<file path="src/rtl/soc_gpio_input_filter.sv">
// GPIO pad conditioning: per-pin synchronizer plus optional debounce on a shared sample tick.
// Unfiltered latency SYNC_STAGES+1 edges; filtered adds DEBOUNCE_CNT consecutive mismatching ticks.
module soc_gpio_input_filter #(
  parameter int PORT_COUNT   = 1,
  parameter int SYNC_STAGES  = 2,
  parameter int PRESCALE     = 1000,
  parameter int DEBOUNCE_CNT = 4
) (
  input  logic                    clk,
  input  logic                    res,
  input  logic [32*PORT_COUNT-1:0] pin_in,
  input  logic [32*PORT_COUNT-1:0] filter_en,
  output logic [32*PORT_COUNT-1:0] gpio_in,
  output logic                    sample_tick
);
  localparam int W  = 32 * PORT_COUNT;
  localparam int PW = (PRESCALE > 1) ? $clog2(PRESCALE) : 1;
  localparam int CW = $clog2(DEBOUNCE_CNT + 1);
  localparam logic [PW-1:0] PS_LAST  = PW'(PRESCALE - 1);
  localparam logic [CW-1:0] CNT_LAST = CW'(DEBOUNCE_CNT - 1);

  if (PORT_COUNT < 1 || PORT_COUNT > 16) begin : g_bad_port_count
    $error("soc_gpio_input_filter: PORT_COUNT must be 1..16");
  end
  if (SYNC_STAGES < 2) begin : g_bad_sync_stages
    $error("soc_gpio_input_filter: SYNC_STAGES must be >= 2");
  end
  if (PRESCALE < 1) begin : g_bad_prescale
    $error("soc_gpio_input_filter: PRESCALE must be >= 1");
  end
  if (DEBOUNCE_CNT < 1) begin : g_bad_debounce_cnt
    $error("soc_gpio_input_filter: DEBOUNCE_CNT must be >= 1");
  end

  logic [SYNC_STAGES-1:0][W-1:0] sync_q, sync_d;
  logic [PW-1:0]                 ps_q, ps_d;
  logic                          tick_q, tick_d;
  logic [W-1:0][CW-1:0]          cnt_q, cnt_d;
  logic [W-1:0]                  gpio_q, gpio_d;
  logic [W-1:0]                  sync_out;

  assign sync_out    = sync_q[SYNC_STAGES-1];
  assign gpio_in     = gpio_q;
  assign sample_tick = tick_q;

  always_comb begin
    sync_d    = sync_q;
    sync_d[0] = pin_in;
    for (int s = 1; s < SYNC_STAGES; s++) begin
      sync_d[s] = sync_q[s-1];
    end
  end

  // Tick is registered so it is low in reset even when PRESCALE is 1.
  always_comb begin
    ps_d   = (ps_q == PS_LAST) ? '0 : ps_q + PW'(1);
    tick_d = (ps_d == PS_LAST);
  end

  always_comb begin
    gpio_d = gpio_q;
    cnt_d  = cnt_q;
    for (int i = 0; i < W; i++) begin
      if (!filter_en[i]) begin
        gpio_d[i] = sync_out[i];
        cnt_d[i]  = '0;
      end else if (tick_q) begin
        if (sync_out[i] == gpio_q[i]) begin
          cnt_d[i] = '0;
        end else if (cnt_q[i] == CNT_LAST) begin
          gpio_d[i] = sync_out[i];
          cnt_d[i]  = '0;
        end else begin
          cnt_d[i] = cnt_q[i] + CW'(1);
        end
      end
    end
  end

  always_ff @(posedge clk) begin
    if (!res) begin
      sync_q <= '0;
      ps_q   <= '0;
      tick_q <= 1'b0;
      cnt_q  <= '0;
      gpio_q <= '0;
    end else begin
      sync_q <= sync_d;
      ps_q   <= ps_d;
      tick_q <= tick_d;
      cnt_q  <= cnt_d;
      gpio_q <= gpio_d;
    end
  end

endmodule

</file>
<file path="config.mk">
export PLATFORM = sky130hd
export DESIGN_NAME = soc_gpio_input_filter
export DESIGN_NICKNAME = d
export VERILOG_FILES = /design/src/rtl/soc_gpio_input_filter.sv
export SDC_FILE = /design/constraint.sdc
export NUM_CORES = 1
export LEC_CHECK = 0
export ABC_AREA = 1
export BUFFER_PORTS_ARGS = -buffer_cell sky130_fd_sc_hd__clkbuf_2
export CORE_MARGIN = 2
export CORE_UTILIZATION = 55
export DETAILED_ROUTE_END_ITERATION = 10
export GPL_ROUTABILITY_DRIVEN = 0
export GPL_TIMING_DRIVEN = 0
export PLACE_DENSITY_LB_ADDON = 0.15
export SYNTH_ARGS = -nofsm -noshare
export SYNTH_HDL_FRONTEND = slang
export SYNTH_SLANG_ARGS = --single-unit
</file>
<file path="constraint.sdc">
create_clock -name clk -period 3.2 [get_ports clk]
set_input_delay 0 -clock clk [delete_from_list [all_inputs] [get_ports clk]]
set_output_delay 0 -clock clk [all_outputs]
set_load 0.01 [all_outputs]
</file>
==> metrics <==
Clock Path Buffers 3; critical path required time ~3.6 ns; largest net degree at the start of global routing 14; htree depth 1; crit path kind reg -> reg; power per standard cell area 510 nW/µm²; detailed router's first-iteration violation count 456; clock transition at the registers of the reported paths 0.06 ns; main flop type after synthesis dfxtp_1; warning count from the yosys run 0; dpl hpwl 12,800 µm; sequential area share after synthesis 48.9%; core area 14,600 µm²; synth cell count leaders nand2_1 (218), dfxtp_1 (203), inv_1 (139); final setup fails 0; Clock Skews 0.0115 ns; final worst setup slack about 1.5 ns; crit end category flip-flop; maximum vdd drop 0.359 mV; Synth Instances 1,060; crit-path max FO 10; WL/cell ~14 µm; GRT overflow 0; final period utilization 52.1%; TritonCTS buffer count 21; Diodes inserted 0; Sink Count slightly above 200; fraction of layout cells with a size suffix above 1 15.0%; row count 44; Detail Route Antenna Nets 0; DR vias between 7,000 and 8,000; die width roughly 130 µm; initial antenna violation count 0; area leader, netlist dfxtp_1; Slew @ Worst Pin 0.747 ns; setup bufs post-CTS 0; DP Worst Slack 1.54 ns; 1st-pass router iterations 4; Final #Nets between 1,000 and 1,500; final instance area roughly 10,000 µm²; setup slack, reg-to-reg ~1.5 ns; Cell variety after synth 24; post-cts gate resize count 0; Filler Cells Inserted 1,184; count leader, synth nand2_1; Yosys reg bits 203; Post-synth EDFFs 0; CTS tree yes; Ports 99; Root Driver clkbuf_16; synth-to-layout area growth 24.0%; number of global-route vias before repair around 6,900; syn nets 1,160; # port buffers 97; vias per std cell 5.06; min cycle time layout 1.67 ns; first-pass GRT wire length around 32,000 µm; GRT Total Usage approximately a quarter; TNS Setup 0 ns; synth top area cells dfxtp_1 (49%), nand2_1 (9.9%), a21oi_1 (7.8%); die area ~16,000 µm²; Critical Path Start Type flip-flop; Synth Cell Area 8310 µm²; status completed; CP arrival around 2.1 ns; final number of max-transition violations 0; final hold vios 0; initial core utilization 56.7%; Post-Route WL a little under 20,000 µm; RSZ-0062 raised after global routing no; Mean Syn Cell Area 7.84 µm²; Synth top area share ~49%; Hold Buf Count CTS 65; Residual DRC 0; Worst slew margin 50.2%; FFs w/ async S/R, synth 0%; placed cell area between 9000 and 10,000 µm²; FMAX 600 MHz; Finished Core Util 70.3%; cell leakage power 4.88 nW; clk_lat worst skew 0.50 ns; worst hold-check path type in -> reg; max-cap viol count 0; Die Ht 127 µm
## layout make-up
cell class / count / area (µm²) / share of cell area [%]
multi-input combinational: 678 / 3530 / 34.3
inverter: 140 / 526 / 5.10
buffer: 39 / 185 / 1.80
sequential: 203 / 4060 / 39.5
clock inverter: 3 / 15.0 / 0.146
tap: 184 / 230 / 2.24
clock buffer: 28 / 612 / 5.94
timing repair buffer: 162 / 1140 / 11.0
## logic make-up after synthesis
kind of cell             synth area share [%]
AND/OR/NAND/NOR                          22.2
flip-flops                               48.9
AO/OA/AOI/OAI                            11.8
buffers and inverters                    8.56
adder cells (fa/ha/maj)                  5.12
XOR/XNOR                                 3.37
## report_power, final
group / leakage, nW / total, mW / switching [mW] / internal, mW
clock: 0.315 / 2.26 / 0.941 / 1.32
sequential: 1.66 / 2.63 / 0.0406 / 2.59
combinational: 2.91 / 0.360 / 0.200 / 0.160
total: 4.88 / 5.25 / 1.18 / 4.07
## metal layers
layer	vias up	share of wire [%]	track usage, %
met5	-	0	0
met4	0	2.0	7.24
met3	32	4.2	3.71
met2	146	48	42.9
met1	3324	45	30.7
li1	3773	-	-
## layout by cell type, fill, tap and decap left out
cell | netlist | layout
clkbuf_16 | 0 | 21
or2_2 | 33 | 33
buf_2 | 16 | 16
nand2_1 | 218 | 218
nor2_1 | 49 | 49
nand2_4 | 1 | 1
o21ai_1 | 5 | 5
nand3_2 | 1 | 1
dlygate4sd3_1 | 0 | 65
clkbuf_2 | 0 | 97
clkbuf_1 | 11 | 12
nor2_4 | 1 | 1
ha_1 | 34 | 34
inv_1 | 139 | 139
clkbuf_8 | 0 | 6
buf_4 | 5 | 5
nand3_1 | 86 | 86
xor2_1 | 32 | 32
inv_2 | 1 | 1
o21ai_0 | 59 | 59
clkinv_2 | 0 | 3
a21oi_1 | 129 | 129
nor3_1 | 2 | 2
buf_1 | 7 | 7
nor2b_1 | 1 | 1
o21bai_1 | 2 | 2
nand4_1 | 22 | 22
dfxtp_1 | 203 | 203
nor2_2 | 3 | 3
## critical path: stages, from the launching register on
cell     delay (ns)
dfxtp_1        0.39
buf_2          0.28
buf_1          0.61
nand3_1        0.15
a21oi_1        0.16
## per-stage QoR
step | total power, mW | hold WS, ns | instances
finish | 5.25 | 0.224 | 1437
global placement | 2.98 | 0.181 | 1341
CTS | 5.28 | 0.213 | 1437
floorplan | 2.85 | 0.0976 | 1060
detailed placement | 2.98 | 0.186 | 1341
global route | 5.43 | 0.231 | 1437
## flip-flops by register name (all words and copies together), names as in the netlist
| signal | count |
|---|---|
| ps_q | 10 |
| sync_d | 32 |
| sample_tick | 1 |
| gpio_in | 32 |
| sync_out | 32 |
| cnt_q | 96 |
## path summary, 6_finish.rpt
check         startpoint          end  depth (start not counted)
min reg2reg   sync_d[38]  sync_out[6]                          2
min           pin_in[11]   sync_d[43]                          4
max reg2reg  sample_tick     cnt_q[1]                          4
max          sample_tick     cnt_q[1]                          4
(Power assumes the default switching activity.)
